$ cat src/rtl/divider_pkg.sv
// Shared definitions for the sequential restoring divider: FSM encoding and Out field layout.
// No logic of its own; latency and backpressure are defined by the users of this package.
// Out packs {quotient, remainder}, so the quotient field starts at bit WIDTH.
package divider_pkg;

    localparam logic [1:0] IDLE = 2'd0;
    localparam logic [1:0] CALC = 2'd1;
    localparam logic [1:0] FIX  = 2'd2;
    localparam logic [1:0] DONE = 2'd3;

    typedef enum logic [1:0] {
        ST_IDLE = IDLE,
        ST_CALC = CALC,
        ST_FIX  = FIX,
        ST_DONE = DONE
    } state_t;

    localparam int REM_LSB = 0;

    function automatic int quo_lsb(input int width);
        return width;
    endfunction

endpackage

$ cat src/rtl/div_restore_step.sv
// One restoring-division iteration: shift in a dividend bit, trial-subtract, keep or restore.
// Latency: purely combinational.
// Backpressure: none; the caller decides when to register the result.
module div_restore_step #(
    parameter int WIDTH = 32
) (
    input  logic [WIDTH-1:0] rem_i,
    input  logic             dvd_bit_i,
    input  logic [WIDTH-1:0] dvs_i,
    output logic [WIDTH-1:0] rem_o,
    output logic             q_o
);

    logic [WIDTH:0]   shifted;
    logic [WIDTH-1:0] diff_low;
    logic             borrow_low;

    // A set top bit means the shifted value is >= 2^WIDTH, which always exceeds
    // the divisor; the low WIDTH bits of the difference are then still exact.
    always_comb begin
        shifted                = {rem_i, dvd_bit_i};
        {borrow_low, diff_low} = {1'b0, shifted[WIDTH-1:0]} - {1'b0, dvs_i};
        q_o                    = shifted[WIDTH] | ~borrow_low;
        rem_o                  = q_o ? diff_low : shifted[WIDTH-1:0];
    end

endmodule

$ cat src/rtl/seq_divider.sv
// Multi-cycle signed/unsigned restoring divider with Start/Busy/Done handshake and divide-by-zero flag.
// Latency: Done WIDTH+2 cycles after the Start cycle, or 1 cycle when B is zero.
// Backpressure: Start is only taken in IDLE; requests while Busy or during Done are dropped.
module seq_divider
    import divider_pkg::*;
#(
    parameter int WIDTH = 32,
    parameter int CNT_W = $clog2(WIDTH + 1)
) (
    input  logic               Clk,
    input  logic               Reset,
    input  logic               Start,
    input  logic               Signed,
    input  logic [WIDTH-1:0]   A,
    input  logic [WIDTH-1:0]   B,
    output logic               Busy,
    output logic               Done,
    output logic               DivByZero,
    output logic [2*WIDTH-1:0] Out
);

    localparam int QUO_LSB = quo_lsb(WIDTH);

    state_t             state_q, state_d;
    logic [CNT_W-1:0]   cnt_q, cnt_d;
    logic [WIDTH-1:0]   rem_q, rem_d;
    logic [WIDTH-1:0]   dvd_q, dvd_d;
    logic [WIDTH-1:0]   dvs_q, dvs_d;
    logic               sgn_q, sgn_d;
    logic               sa_q, sa_d;
    logic               sb_q, sb_d;
    logic               dbz_q, dbz_d;
    logic [2*WIDTH-1:0] out_q, out_d;

    logic [WIDTH-1:0]   step_rem;
    logic               step_q;
    logic [WIDTH-1:0]   a_mag, b_mag, quo_fix, rem_fix;

    div_restore_step #(.WIDTH(WIDTH)) u_step (
        .rem_i     (rem_q),
        .dvd_bit_i (dvd_q[WIDTH-1]),
        .dvs_i     (dvs_q),
        .rem_o     (step_rem),
        .q_o       (step_q)
    );

    // The most-negative value negates to itself, which is its correct unsigned magnitude.
    always_comb begin
        a_mag   = (Signed && A[WIDTH-1]) ? -A : A;
        b_mag   = (Signed && B[WIDTH-1]) ? -B : B;
        quo_fix = (sgn_q && (sa_q ^ sb_q)) ? -dvd_q : dvd_q;
        rem_fix = (sgn_q && sa_q) ? -rem_q : rem_q;
    end

    always_comb begin
        state_d = state_q;
        cnt_d   = cnt_q;
        rem_d   = rem_q;
        dvd_d   = dvd_q;
        dvs_d   = dvs_q;
        sgn_d   = sgn_q;
        sa_d    = sa_q;
        sb_d    = sb_q;
        dbz_d   = dbz_q;
        out_d   = out_q;

        case (state_q)
            ST_IDLE: begin
                if (Start) begin
                    sgn_d = Signed;
                    sa_d  = A[WIDTH-1];
                    sb_d  = B[WIDTH-1];
                    dvd_d = a_mag;
                    dvs_d = b_mag;
                    rem_d = '0;
                    cnt_d = CNT_W'(WIDTH);
                    dbz_d = 1'b0;
                    if (B == '0) begin
                        dbz_d                    = 1'b1;
                        out_d[QUO_LSB +: WIDTH]  = '1;
                        out_d[REM_LSB +: WIDTH]  = A;
                        state_d                  = ST_DONE;
                    end else begin
                        state_d = ST_CALC;
                    end
                end
            end
            ST_CALC: begin
                // Quotient bits shift into the dividend register as its bits are consumed.
                rem_d = step_rem;
                dvd_d = {dvd_q[WIDTH-2:0], step_q};
                cnt_d = cnt_q - CNT_W'(1);
                if (cnt_q == CNT_W'(1)) begin
                    state_d = ST_FIX;
                end
            end
            ST_FIX: begin
                out_d[QUO_LSB +: WIDTH] = quo_fix;
                out_d[REM_LSB +: WIDTH] = rem_fix;
                state_d                 = ST_DONE;
            end
            ST_DONE: begin
                state_d = ST_IDLE;
            end
            default: begin
                state_d = ST_IDLE;
            end
        endcase
    end

    always_ff @(posedge Clk) begin
        if (Reset) begin
            state_q <= ST_IDLE;
            cnt_q   <= '0;
            rem_q   <= '0;
            dvd_q   <= '0;
            dvs_q   <= '0;
            sgn_q   <= 1'b0;
            sa_q    <= 1'b0;
            sb_q    <= 1'b0;
            dbz_q   <= 1'b0;
            out_q   <= '0;
        end else begin
            state_q <= state_d;
            cnt_q   <= cnt_d;
            rem_q   <= rem_d;
            dvd_q   <= dvd_d;
            dvs_q   <= dvs_d;
            sgn_q   <= sgn_d;
            sa_q    <= sa_d;
            sb_q    <= sb_d;
            dbz_q   <= dbz_d;
            out_q   <= out_d;
        end
    end

    assign Busy      = (state_q == ST_CALC) || (state_q == ST_FIX);
    assign Done      = (state_q == ST_DONE);
    assign DivByZero = dbz_q;
    assign Out       = out_q;

endmodule

$ cat config.mk
export PLATFORM = sky130hd
export DESIGN_NAME = seq_divider
export DESIGN_NICKNAME = d
export VERILOG_FILES = /design/src/rtl/divider_pkg.sv /design/src/rtl/div_restore_step.sv /design/src/rtl/seq_divider.sv
export SDC_FILE = /design/constraint.sdc
export NUM_CORES = 1
export LEC_CHECK = 0
export BUFFER_PORTS_ARGS = -buffer_cell sky130_fd_sc_hd__buf_4
export CORE_MARGIN = 2
export CORE_UTILIZATION = 54
export DETAILED_ROUTE_END_ITERATION = 6
export PLACE_DENSITY_LB_ADDON = 0.3
export SKIP_LAST_GASP = 1
export SYNTH_ARGS = -nofsm -noshare
export SYNTH_HDL_FRONTEND = slang
export SYNTH_SLANG_ARGS = --single-unit
$ cat constraint.sdc
create_clock -name Clk -period 4.7 [get_ports Clk]
set_input_delay 0.235 -clock Clk [delete_from_list [all_inputs] [get_ports Clk]]
set_output_delay 0.235 -clock Clk [all_outputs]
set_load 0.1 [all_outputs]
# Word level (Yosys, flattened, before mapping)
# Cells that the tools add are included.
totals:
  regBits: 172
  out_inout_bits: 67
  elab_cells: 58
op_classes:
  add_sub_neg: 6
  n_eq_ne: 7
  mux: 19
  bitwise_logic: 3
  n_reduce_logical: 13
op_table:
  columns: ["cell", "n"]
  rows:
  - ["32-bit 2-to-1 mux", 7]
  - ["64-bit 2-to-1 mux", 2]
  - ["32-bit negation", 4]
  - ["32-bit case mux with 2 select lines", 2]
  - ["64-bit case mux with 2 select lines", 1]
  - ["32-bit by 32-bit subtractor with 33-bit output", 1]
  - ["32-bit logical NOT", 1]
  - ["6-bit case mux with 2 select lines", 1]
  - ["2-bit case mux with 4 select lines", 1]
  - ["6-bit by 1-bit equality test with 1-bit output, second input constant", 1]
  - ["2-bit 2-to-1 mux", 3]
  - ["6-bit 2-to-1 mux", 1]
  - ["2-bit != test, second input constant", 3]
  - ["2-bit AND reduction", 3]
  - ["6-bit by 1-bit subtractor with 6-bit output, second input constant", 1]
  - ["2-bit equality test, second input constant", 2]
  - ["1-bit logical AND", 4]
  - ["2-bit nonzero test", 2]
  - ["3-bit AND reduction", 1]
  - ["2-bit by 1-bit equality test with 1-bit output, second input constant", 1]
  - ["2-bit logical NOT", 1]
  - ["1-bit logical OR", 1]
  - ["1-bit 2-to-1 mux", 1]
  - ["1-bit NOT", 1]
  - ["other kinds (2)", 2]

# Logic depth before layout (Yosys ltp)
depth:
  word_depth: 5
  depth_mapped: 13
  mapped_depth_nobuf: 11

# By module
# A second synthesis with hierarchy kept.
unflattened:
  cells_unflattened: 1521
  hier_area_um2: 11717.5
by_module_without_submodules:
  columns: ["module", "n_inst", "cells_each", "area_per_inst_um2", "seq_area_each_um2"]
  rows:
  - ["seq_divider", 1, 1187, 9606.7, 3443.3]
  - ["div_restore_step", 1, 334, 2110.8, 0.0]

# Worst setup path after synthesis
# Ideal clock, no wire load.
synth_path:
  path_type: "reg-to-reg"
  start: "register dvs_q[22]"
  end: "register rem_q[11]"
  arrival_time_ns: 2.667
  path_slack_ns: 1.906
  path_stages_with_launch: 14
  n_path_buf: 3
  period_less_slack_ns: 2.794
  cell_sequence: "dfxtp_1 -> inv_1 -> ha_1 -> clkbuf_1 -> and3_1 -> clkbuf_1 -> a221oi_1 -> nand3_1 -> and3_1 -> o21ai_2 -> a21oi_1 -> nor2_1 -> buf_2 -> o211ai_1"
synth_via:
  elab_chain_cells: 5
synth_lines:
  columns: ["element", "line", "text"]
  rows:
  - ["from (decl)", "seq_divider.sv:28", "logic [WIDTH-1:0] dvs_q, dvs_d;"]
  - ["from (signal assigned)", "seq_divider.sv:128", "dvs_q <= dvs_d;"]
  - ["32-bit by 32-bit subtractor with 33-bit output", "div_restore_step.sv:22", "{borrow_low, diff_low} = {1'b0, shifted[WIDTH-1:0]} - {1'b0, dvs_i};"]
  - ["1-bit NOT", "div_restore_step.sv:23", "q_o = shifted[WIDTH] | ~borrow_low;"]
  - ["1-bit bitwise OR", "div_restore_step.sv:23", null]
  - ["32-bit 2-to-1 mux", "div_restore_step.sv:24", "rem_o = q_o ? diff_low : shifted[WIDTH-1:0];"]
  - ["32-bit case mux with 2 select lines", "seq_divider.sv:67", "case (state_q)"]
  - ["to (signal assigned)", "seq_divider.sv:126", "rem_q <= rem_d;"]
  - ["to (decl)", "seq_divider.sv:26", "logic [WIDTH-1:0] rem_q, rem_d;"]
# No other way between the ends.
# A chain may end at the register's enable or synchronous reset.

# Worst setup path in the final report
layout_path:
  start: "register dvd_q[31]"
  end: "register rem_q[17]"
layout_via:
  elab_chain_cells: 5
layout_lines:
  columns: ["element", "line", "text"]
  rows:
  - ["from (decl)", "seq_divider.sv:27", "logic [WIDTH-1:0] dvd_q, dvd_d;"]
  - ["from (signal assigned)", "seq_divider.sv:127", "dvd_q <= dvd_d;"]
  - ["32-bit by 32-bit subtractor with 33-bit output (*)", "div_restore_step.sv:22", null]
  - ["1-bit NOT", "div_restore_step.sv:23", null]
  - ["1-bit bitwise OR", "div_restore_step.sv:23", null]
  - ["32-bit 2-to-1 mux (*)", "div_restore_step.sv:24", null]
  - ["32-bit case mux with 2 select lines (*)", "seq_divider.sv:67", null]
# Every way passes the cells marked *; elsewhere a longest branch is shown, timed or not.

==> metrics <==
status finished clean; fin crit share 77.57%; maximum clock rate 0.2743 GHz; Pleak 4.967 nW; Core Footprint 0.02109 sq mm; Hold Path Class in2reg; Post-synth EDFFs 0; GPL Wtd Cong 0.9955; pins over their slew limit 0; final hold violations 0; fin crit period 3646 ps; IO Count 135; FP Rows 53; Post-Syn Nets 1653; Max Clock Skew 10.33 ps; Port Buffer Count 134; via/cell ratio 6.133; final-report setup violation count 0; TritonCTS clock tree built; crit path capture type flip-flop; Crit Path Max Fanout 17; die area 0.02269 sq mm; dominant synthesized flop cell dfxtp_1; Synth area leaders dfxtp_1 30%, nand2_1 6.5%, a21oi_1 6.2%, nor2_1 5.5%, xnor2_1 5.5%; ANT nets after route 0; Syn Area/Cell 7.530 sq um; critical path startpoint category flip-flop; WL final 33.81 mm; Clk Latency, worst-skew pair 440 ps; DR DRC count 0; vias in the first global route 10340; #FFs+latches synth 172; largest net degree at the start of global routing 95; cells after synthesis 1542; # resized after CTS 0; Placed Instances 1861; top cell type by total area after synthesis dfxtp_1; first-pass iteration count of the detailed router 6; Num CTS Buffers 17; Slew HR 16.48%; Setup Crit Path Kind reg2reg; global-route wire length before repair 52.96 mm; peak supply drop 339.9 uV; CP Cell Sequence inv_1 -> ha_1 -> fa_1 -> nor2b_1 -> o31ai_1 -> a31oi_1 -> o31a_1 -> o21ai_2 -> a21oi_1 -> buf_4 -> nor2_1 -> o211ai_1; Area Overhead vs Synth 14.14%; clk buf depth 2; Vias 11610; antenna cells 0; DP HPWL 25.27 mm; Max stage delay on crit path 830 ps; mapped cell area 0.01161 sq mm; CP Data Arrival Time 3920 ps; sequential share of the synthesized area 29.66%; Async S/R FF share, synth 0%; Filler cells 1897; Hold-fix buffers, CTS 0; critical path depth 12; crit path buf inv count 2; Routed WL per cell 17.86 microns; Die Y-Extent 150.6 microns; RSZ-0062 raised after global routing no; Layout Cells excl Fill 1893; Ys Warns 0; Final TNS setup 0 ps; total global-route track usage 29.47%; commonest non-fill, non-tap cell in the layout nand2_1; Post-CTS Setup Repair Bufs 0; layout cells sized above 1 13.29%; die width 150.6 microns; root buffer cell clkbuf_16; CP max stage cell nor2_1; Worst-path clk slew 70 ps; Hold Path Stages 3; Final nets 1716; Top delay family on crit path compound AO/OA/AOI/OAI gates; PD cells 529.4 mW/mm^2; Slew @ Worst Pin 1241 ps; Initial Util 55.06%; initial antenna violation count 0; commonest cells after routing, fill and taps aside 201 x nand2_1, 172 x dfxtp_1, 170 x nor2_1, 144 x a21oi_1, 144 x buf_4; post-synth cell types 69; total power 7.016 mW; grt ovf 0; Worst EP required 4970 ps; CTS sink count 172; Synth top area share 29.66%; path depth of the worst reg2reg path 12; H-tree Lvls 4; max-cap viol count 0; drt first-iter violations 979
[stage by stage]
stage	worst slack, ps	utilization [%]	area [sq um]	hold WS [ps]
2_1_floorplan	1906	-	11610	371.0
3_3_place_gp	1202	60.10	12670	441.8
3_5_place_dp	1150	60.10	12670	445.3
4_1_cts	1106	62.85	13250	82.02
5_1_grt	690.4	62.85	13250	79.04
6_report	1054	62.85	13250	95.96
[synth_stat cells (10+ instances only)]
cell,n
nand2_1,201
dfxtp_1,172
nor2_1,171
a21oi_1,144
clkbuf_1,83
xnor2_1,73
o21ai_0,66
o211ai_1,62
xor2_1,62
inv_1,59
a211oi_1,47
ha_1,42
nor3_1,41
nand4_1,30
nand3_1,26
o31ai_1,25
a311oi_2,21
or3_1,21
a311oi_1,18
nor4_1,17
a21o_1,15
a31oi_1,11
or4_1,11
nor2b_1,10
o41ai_1,10
[state kept, by name, summed over array words and instances, names as in the netlist]
name / flops
cnt_q: 6
Out: 64
sb_q: 1
dvs_q: 32
rem_q: 32
DivByZero: 1
sa_q: 1
state_q: 2
sgn_q: 1
dvd_q: 32
[area by class of cell]
type | count | area [sq um] | share of cell area, %
clock inverters | 15 | 153.9 | 1.161
repair buffers | 145 | 1101 | 8.308
clock buffers | 17 | 425.4 | 3.210
inverters | 60 | 225.2 | 1.699
flip-flops and latches | 172 | 3443 | 25.98
well taps | 275 | 344.1 | 2.596
multi-input cells | 1209 | 7560 | 57.04
[worst min-delay path, cell delays in order]
cell     delay (ps)
buf_4           130
nand2_1          50
a21oi_1          60
[where the power goes]
group | total (mW) | switching (mW) | internal, mW
Sequential | 2.04 | 0.273 | 1.77
Combinational | 3.58 | 2.54 | 1.04
Clock | 1.40 | 0.687 | 0.709
[final timing paths]
path | from | to | slack (ps)
max | dvd_q[31] | rem_q[17] | 1050
min | B[0] | dvs_q[0] | 100
max reg2reg | dvd_q[31] | rem_q[17] | 1050
min reg2reg | Out[2] | Out[2] | 450
[logic make-up (layout without fill, tap and decap cells)]
family	Yosys count	in the layout	share of synthesized area (%)
flip-flops	172	172	29.66
buffers and inverters	161	237	5.657
AND/OR/NAND/NOR	566	566	22.30
adder cells (fa/ha/maj)	43	43	4.698
AO/OA/AOI/OAI	462	462	27.25
XOR/XNOR	135	135	10.18
multiplexers	3	3	0.2586
[per-layer routing]
metal / part of all wire [%] / wire, microns / track usage (%)
met1: 41 / 13950 / 39.16
met2: 46 / 15470 / 46.95
met3: 8.8 / 2979 / 5.061
met4: 4.2 / 1409 / 12.99
met5: 0 / 0 / 0
Note: power is estimated with default switching activity, not from simulation.
